File: config.mk
export PLATFORM = sky130hd
export DESIGN_NAME = multi_phase_traffic_ctrl
export DESIGN_NICKNAME = d
export VERILOG_FILES = /design/src/rtl/multi_phase_traffic_ctrl.sv
export SDC_FILE = /design/constraint.sdc
export NUM_CORES = 1
export LEC_CHECK = 0
export ABC_CLOCK_PERIOD_IN_PS = 2700
export CAP_MARGIN = 20
export CORE_MARGIN = 2
export CORE_UTILIZATION = 40
export DETAILED_ROUTE_END_ITERATION = 10
export PLACE_DENSITY = 0.62
export SLEW_MARGIN = 20
export SYNTH_ARGS = -nofsm -noshare
export SYNTH_HDL_FRONTEND = slang
export SYNTH_SLANG_ARGS = --single-unit
export TNS_END_PERCENT = 100
File: constraint.sdc
create_clock -name clk -period 2.7 [get_ports clk]
set_clock_uncertainty 0.15 [all_clocks]
set_input_delay 0.405 -clock clk [delete_from_list [all_inputs] [get_ports clk]]
set_output_delay 0.405 -clock clk [all_outputs]
set_load 0.02 [all_outputs]
File: src/rtl/multi_phase_traffic_ctrl.sv
// Multi-phase traffic signal controller with demand-skipping phase rotation.
// Night flash mode is compiled in when TC_NIGHT_FLASH_EN is defined.
module multi_phase_traffic_ctrl #(
    parameter int NUM_PHASES  = 4,
    parameter int CNT_W       = 8,
    parameter int GREEN_TIME  = 60,
    parameter int YELLOW_TIME = 4,
    parameter int RED_TIME    = 3,
    parameter int SAFE_TIME   = 15,
    localparam int PW = (NUM_PHASES > 2) ? $clog2(NUM_PHASES) : 1
) (
    input  logic                  clk,
    input  logic                  resetn,
    input  logic                  tick,
    input  logic [NUM_PHASES-1:0] demand,
    input  logic                  flash,
    output logic [NUM_PHASES-1:0] green,
    output logic [NUM_PHASES-1:0] yellow,
    output logic [NUM_PHASES-1:0] red,
    output logic [PW-1:0]         phase_idx,
    output logic                  all_red
);

    typedef enum logic [2:0] {
        S_SAFE,
        S_GREEN,
        S_YELLOW,
        S_ALLRED,
        S_FLASH
    } state_t;

    // Counter load value: duration truncated to CNT_W, zero treated as one.
    function automatic logic [CNT_W-1:0] load_val(input int t);
        logic [CNT_W-1:0] tt;
        tt = CNT_W'(t);
        return (tt == '0) ? '0 : tt - CNT_W'(1);
    endfunction

    localparam logic [CNT_W-1:0] SAFE_LD   = load_val(SAFE_TIME);
    localparam logic [CNT_W-1:0] GREEN_LD  = load_val(GREEN_TIME);
    localparam logic [CNT_W-1:0] YELLOW_LD = load_val(YELLOW_TIME);
    localparam logic [CNT_W-1:0] RED_LD    = load_val(RED_TIME);

    state_t                  state_q, state_d;
    logic [CNT_W-1:0]        cnt_q, cnt_d;
    logic [PW-1:0]           phase_q, phase_d;
    logic [NUM_PHASES-1:0]   lat_q, lat_d;
    logic [NUM_PHASES-1:0]   sel;
    logic [PW-1:0]           nxt_phase;
    logic [PW-1:0]           tgt;
    logic                    go_green;
    logic                    found;
    int                      idx;

`ifdef TC_NIGHT_FLASH_EN
    logic tog_q, tog_d;
`else
    logic unused_flash;
    assign unused_flash = flash;
`endif

    assign sel       = NUM_PHASES'(1) << phase_q;
    assign phase_idx = phase_q;

    // First latched phase after the current one, else plain rotation.
    always_comb begin
        nxt_phase = PW'((int'(phase_q) + 1) % NUM_PHASES);
        found     = 1'b0;
        idx       = 0;
        for (int k = 1; k < NUM_PHASES; k++) begin
            idx = (int'(phase_q) + k) % NUM_PHASES;
            if (!found && lat_q[PW'(idx)]) begin
                found     = 1'b1;
                nxt_phase = PW'(idx);
            end
        end
    end

    always_comb begin
        state_d  = state_q;
        cnt_d    = cnt_q;
        phase_d  = phase_q;
        go_green = 1'b0;
        tgt      = '0;
        lat_d    = lat_q | demand;
`ifdef TC_NIGHT_FLASH_EN
        tog_d    = tog_q;
`endif
        if (state_q == S_GREEN) begin
            lat_d = lat_d & ~sel;
        end
        if (tick) begin
            if (cnt_q != '0 && state_q != S_FLASH) begin
                cnt_d = cnt_q - CNT_W'(1);
            end else begin
                case (state_q)
                    S_SAFE: begin
                        go_green = 1'b1;
                    end
                    S_GREEN: begin
                        state_d = S_YELLOW;
                        cnt_d   = YELLOW_LD;
                    end
                    S_YELLOW: begin
                        state_d = S_ALLRED;
                        cnt_d   = RED_LD;
                    end
                    S_ALLRED: begin
`ifdef TC_NIGHT_FLASH_EN
                        if (flash) begin
                            state_d = S_FLASH;
                            tog_d   = 1'b0;
                        end else begin
                            go_green = 1'b1;
                            tgt      = nxt_phase;
                        end
`else
                        go_green = 1'b1;
                        tgt      = nxt_phase;
`endif
                    end
`ifdef TC_NIGHT_FLASH_EN
                    S_FLASH: begin
                        if (flash) begin
                            tog_d = ~tog_q;
                        end else begin
                            state_d = S_SAFE;
                            cnt_d   = SAFE_LD;
                            tog_d   = 1'b0;
                        end
                    end
`endif
                    default: begin
                        state_d = S_SAFE;
                        cnt_d   = SAFE_LD;
                    end
                endcase
            end
        end
        // Entering green clears that phase's latch; clear beats a new set.
        if (go_green) begin
            state_d = S_GREEN;
            cnt_d   = GREEN_LD;
            phase_d = tgt;
            lat_d   = lat_d & ~(NUM_PHASES'(1) << tgt);
        end
    end

    always_comb begin
        green   = '0;
        yellow  = '0;
        red     = '1;
        all_red = 1'b0;
        unique case (1'b1)
            (state_q == S_GREEN): begin
                green = sel;
                red   = ~sel;
            end
            (state_q == S_YELLOW): begin
                yellow = sel;
                red    = ~sel;
            end
`ifdef TC_NIGHT_FLASH_EN
            (state_q == S_FLASH): begin
                red     = '0;
                yellow  = {NUM_PHASES{tog_q}};
                all_red = 1'b1;
            end
`endif
            default: begin
                all_red = 1'b1;
            end
        endcase
    end

    always_ff @(posedge clk or negedge resetn) begin
        if (!resetn) begin
            state_q <= S_SAFE;
            cnt_q   <= SAFE_LD;
            phase_q <= '0;
            lat_q   <= '0;
        end else begin
            state_q <= state_d;
            cnt_q   <= cnt_d;
            phase_q <= phase_d;
            lat_q   <= lat_d;
        end
    end

`ifdef TC_NIGHT_FLASH_EN
    always_ff @(posedge clk or negedge resetn) begin
        if (!resetn) begin
            tog_q <= 1'b0;
        end else begin
            tog_q <= tog_d;
        end
    end
`endif

endmodule
# --- After elaboration in Yosys (flattened, before gate mapping) ---
# Index checks and enable logic that the tools add are counted.
op_classes:
  n_addsub: 4
  n_lt_le_gt_ge: 3
  eq_ne: 7
  n_shift: 2
  n_mux: 33
  n_bitwise: 5
  n_reduce_logical: 12
op_table:
  columns: ["operator", "count"]
  rows:
  - ["$mux 8", 3]
  - ["$pmux 8 s3", 1]
  - ["$mux 4", 5]
  - ["$lt 2x4->1 const B", 3]
  - ["$mux 1", 12]
  - ["$mux 2", 5]
  - ["$mux 3", 3]
  - ["$pmux 3 s3", 1]
  - ["$and 4x4->4", 2]
  - ["$not 4->4", 2]
  - ["$reduce_bool 8->1", 1]
  - ["$shl 1x2->4 const A", 2]
  - ["$sub 8x1->8 const B", 1]
  - ["$bmux 1 s2", 3]
  - ["$eq 3x2->1 const B", 2]
  - ["$add 2x2->2 const B", 2]
  - ["$or 4x4->4", 1]
  - ["$reduce_or 2->1", 2]
  - ["$eq 3x1->1 const B", 1]
  - ["$logic_and 1x1->1", 3]
  - ["$logic_not 3->1", 1]
  - ["$ne 3x1->1 const B", 1]
  - ["$ne 3x3->1 const B", 1]
  - ["$reduce_and 3->1", 1]
  - ["other kinds (6)", 7]
totals:
  reg_bits: 17
  in_bits: 8
  output_inout_bits: 15
  wordCells: 70

# --- Depth between registers and ports, before layout ---
logic_depth:
  ltp_word: 18
  ltp_mapped: 7
  ltp_nobuf: 6

# --- Least setup slack after synthesis ---
# OpenSTA, ideal clock, no wires.
synth_timing:
  path_type: "flip-flop to flip-flop"
  startpoint: "register phase_q[0] (netlist: phase_idx[0])"
  endpoint: "register lat_q[3]"
  arrival_ns: 2.033
  required_time_ns: 2.426
  path_slack_ns: 0.394
  stages_incl_launch_ff: 8
  synth_period_minus_slack_ns: 2.306
  path_cell_list: "dfrtp_1 -> buf_2 -> inv_1 -> ha_1 -> mux2_2 -> o21ai_0 -> o41ai_1 -> o31a_1"
synth_via:
  elab_chain_len: 18
synth_lines:
  columns: ["element", "line_no", "rtl"]
  rows:
  - ["from (decl)", "46", "logic [PW-1:0] phase_q, phase_d;"]
  - ["from (signal assigned)", "185", "phase_q <= phase_d;"]
  - ["$add 2x1->2", "67, 71", null]
  - ["$bmux 1 s2", "72", "if (!found && lat_q[PW'(idx)]) begin"]
  - ["$mux 1 (not written as such) (2 in a row)", "72", null]
  - ["$mux 1", "72", null]
  - ["$logic_not 1->1", "72", null]
  - ["$logic_and 1x1->1", "72", null]
  - ["$mux 1", "72", null]
  - ["$logic_not 1->1", "72", null]
  - ["(+2 left out)", null, null]
  - ["$mux 2", "96", "case (state_q)"]
  - ["$mux 2", "93", "if (cnt_q != '0 && state_q != S_FLASH) begin"]
  - ["$mux 2", "92", "if (tick) begin"]
  - ["$shl 1x2->4", "145", "lat_d = lat_d & ~(NUM_PHASES'(1) << tgt);"]
  - ["$not 4->4", "145", null]
  - ["$and 4x4->4", "145", null]
  - ["$mux 4 *", "141", "if (go_green) begin"]
  - ["named net lat_d[3]", "47", "logic [NUM_PHASES-1:0] lat_q, lat_d;"]
  - ["to (signal assigned)", "186", "lat_q <= lat_d;"]
  - ["to (decl)", "47", null]
# Mark *: on every way through the listed nets, which the timed path passes. The rest lies on a longest branch. The select of a mux whose other input is x is not followed.
# A chain may end at the register's enable or synchronous reset.

# --- Worst setup path after layout ---
layout_timing:
  startpoint: "register phase_q[0] (netlist: phase_idx[0])"
  endpoint: "output port green[0]"
layout_via:
  elab_chain_len: 2
layout_lines:
  columns: ["element", "line_no", "rtl"]
  rows:
  - ["$shl 1x2->4", "62", "assign sel = NUM_PHASES'(1) << phase_q;"]
  - ["$mux 4", "154", "unique case (1'b1)"]
  - ["to (decl)", "17", "output logic [NUM_PHASES-1:0] green,"]
# Every way passes these cells.

==> impl_metrics.ini <==
[die]
dieWidth_microns = 57.35
dieArea_sq_um = 3289
boundaryPins = 23
die_h_microns = 57.35
start_util_pct = 41.65
coreArea_sq_um = 2734
rows = 19

[power]
combPwrFrac_pct = 56.0
irDropWorstVdd_v = 0.001053
internal_power_mw = 0.8021
p_leak_nw = 0.6021
netSwitchingFraction_pct = 43.89
power_per_cell_area_nw_per_um2 = 1006
seqPwrFrac_pct = 33.1
net-switching-power_mw = 0.6274
clkPwrFrac_pct = 10.9

[outcome]
status = complete, no violations

[setup_path]
critical_path.max_fanout = 11
crit_arrival_ns = 1.98
cp.buffers_inverters = 2
cp_cell_sequence = inv_1, ha_1, and2_1, clkdlybuf4s50_1
critPathCaptureType = output port
start_kind = flip-flop
cpPeakStageDelay_ns = 0.57
worstSetupPathType = flip-flop to output port
required_ns = 2.14
crit_family = buffers and inverters
crit_path_top_delay_cell = dfrtp_1

[clocking]
insertion_delay_ns = 0.29
clockBufferDepth = 2
h-tree-depth = 1
cts_root_buf = clkbuf_4
postCtsHoldBufs = 0
clk_pin_slew_ns = 0.10
tritoncts = yes
cts_resized = 0
post_cts_buffers = 0
cts_buffers = 3
cts_sinks = 16

[global_route]
grt_max_degree = 17
grt_pass1_vias = 954
grtUsageTotal_pct = 17.06
grt_pass1_wl_mm = 4.367
antenna_found_initial = 0
grt_overflow = 0

[logic_synthesis]
ys.flop_type = dfrtp_1
yosysWarnings = 0
yosysSeqAreaShare_pct = 35.49
syn_area_per_cell_sq_um = 8.965
syn_nets = 145
syn_area_sq_um = 1139
ys_async_sr_fraction_pct = 100.0
synth.distinct_cells = 41
ys_seq_elements = 16
netlist_instances = 127
synth-edff-count = 0

[layout]
n_antenna_cell = 0
layout-drive-gt1-share_pct = 10.00
area_delta_synth_final_pct = 24.83
regArea_sq_um = 404.1
mostFrequentLayoutCells = clkdlybuf4s50_1 (21), dfrtp_1 (13), nor2_1 (12)
fillers = 259
nets = 169
multi_input_area_sq_um = 686.9
final_common_cell = clkdlybuf4s50_1

[sta]
fin_ws_ns = 0.1699
period_share_pct = 93.71
drv_slew = 0
finalSetupViolCount = 0
period_needed_ns = 2.530
max_slew_margin_pct = 54.12
grt_setup_unrepaired = no
final-hold-violation-count = 0
max_slew.worst_pin.slew_ns = 0.6860
tns_ns = 0
timing.fmax_ghz = 0.3952
timing.hold.ws_ns = 0.3732

[routing]
drt_iter0_drc = 39
dr.pass1.iters = 4
wl_mm = 2.530
vias = 981
remaining_drc_errors = 0
wl_per_cell_microns = 13.98
ant_nets = 0
vias_per_cell = 5.420

[placement]
finalWeightedCongestion = 0.8189
portBuffers = 21
hpwl_mm = 1.986
pre_cts_slack_ns = 0.2705

[hold_path]
hp-class = input port to asynchronous set/reset pin

[flow_run]
drv_cap = 0
==> flip-flops by register name, summed over array words and instances, names as in the netlist <==
register   flops
cnt_q          8
lat_q          4
phase_idx      2
state_q        2
==> per-stage QoR <==
step	std cells	power [mW]	utilization, %	area, sq um
2_1_floorplan	127	0.9706	-	1139
3_3_place_gp	177	1.248	50.66	1385
3_5_place_dp	177	1.275	50.66	1385
4_1_cts	181	1.433	51.99	1421
5_1_grt	181	1.558	51.99	1421
6_report	181	1.430	51.99	1421
==> area by class of cell <==
class / count / share of cell area [%]
inverter: 8 / 2.113
clock buffer: 4 / 2.553
timing repair buffer: 23 / 15.85
multi-input combinational: 99 / 48.33
sequential: 16 / 28.43
tap: 31 / 2.729
==> power groups by stage <==
stage | clock network (mW) | logic, mW | registers (mW)
global route | 0.176 | 0.890 | 0.492
finish | 0.156 | 0.800 | 0.474
detailed placement | 0 | 0.798 | 0.477
global placement | 0 | 0.776 | 0.472
floorplan | 0 | 0.523 | 0.448
CTS | 0.161 | 0.802 | 0.470
==> cells by family (layout without fill, tap and decap cells) <==
logic type                 Yosys count  count (layout)  synth area share (%)
buffers and inverters               12              35                 4.176
and+or+nand+nor                     52              52                 25.61
adders and majority gates           10              10                 10.99
DFF                                 16              16                 35.49
AOI/OAI and AO/OA                   29              29                 16.48
xor gates and xnor gates             1               1                0.7694
muxes                                7               7                 6.483
==> final timing paths <==
check,start,endpoint,slack [ns],cells past startpoint
worst min register to register,cnt_q[3],cnt_q[3],0.39,2
max in group asynchronous,resetn,lat_q[1],1.58,1
min in group clk,cnt_q[3],cnt_q[3],0.39,2
worst min-delay path,resetn,state_q[1],0.37,1
worst max register to register,phase_idx[0],lat_q[3],0.26,6
worst max-delay path,phase_idx[0],green[0],0.17,4
==> cells in the mapped netlist (all sizes together) (2+ instances only) <==
library cell | instances | share of area [%]
dfrtp | 13 | 29
nor2 | 12 | 4.0
ha | 10 | 11
and2 | 9 | 4.9
nand2 | 9 | 3.2
inv | 8 | 2.6
a21oi | 7 | 3.1
o21ai | 6 | 2.6
nand2b | 5 | 2.7
mux2i | 4 | 3.5
nor3 | 4 | 2.7
a31oi | 3 | 1.6
dfstp | 3 | 6.9
mux2 | 3 | 3.0
o22ai | 3 | 1.6
buf | 2 | 0.88
clkbuf | 2 | 0.66
nor4 | 2 | 1.1
o31a | 2 | 1.5
or3 | 2 | 1.1
==> worst reg2reg max path, delay by kind of cell, from the launching register on <==
family / cells / cell delay (ns)
compound gates: 3 / 0.71
fa+ha+maj: 1 / 0.40
buf+inv: 1 / 0.15
flops: 1 / 0.57
mux: 1 / 0.35
==> routing by layer <==
layer  track usage [%]  vias up  share of wire, %
li1                  -      500                 -
met1             23.45      446                49
met2             26.95       30                44
met3             2.268        5               4.5
met4             7.309        0               1.6
met5                 0        -                 0
Note: power is estimated with default switching activity, not from simulation.
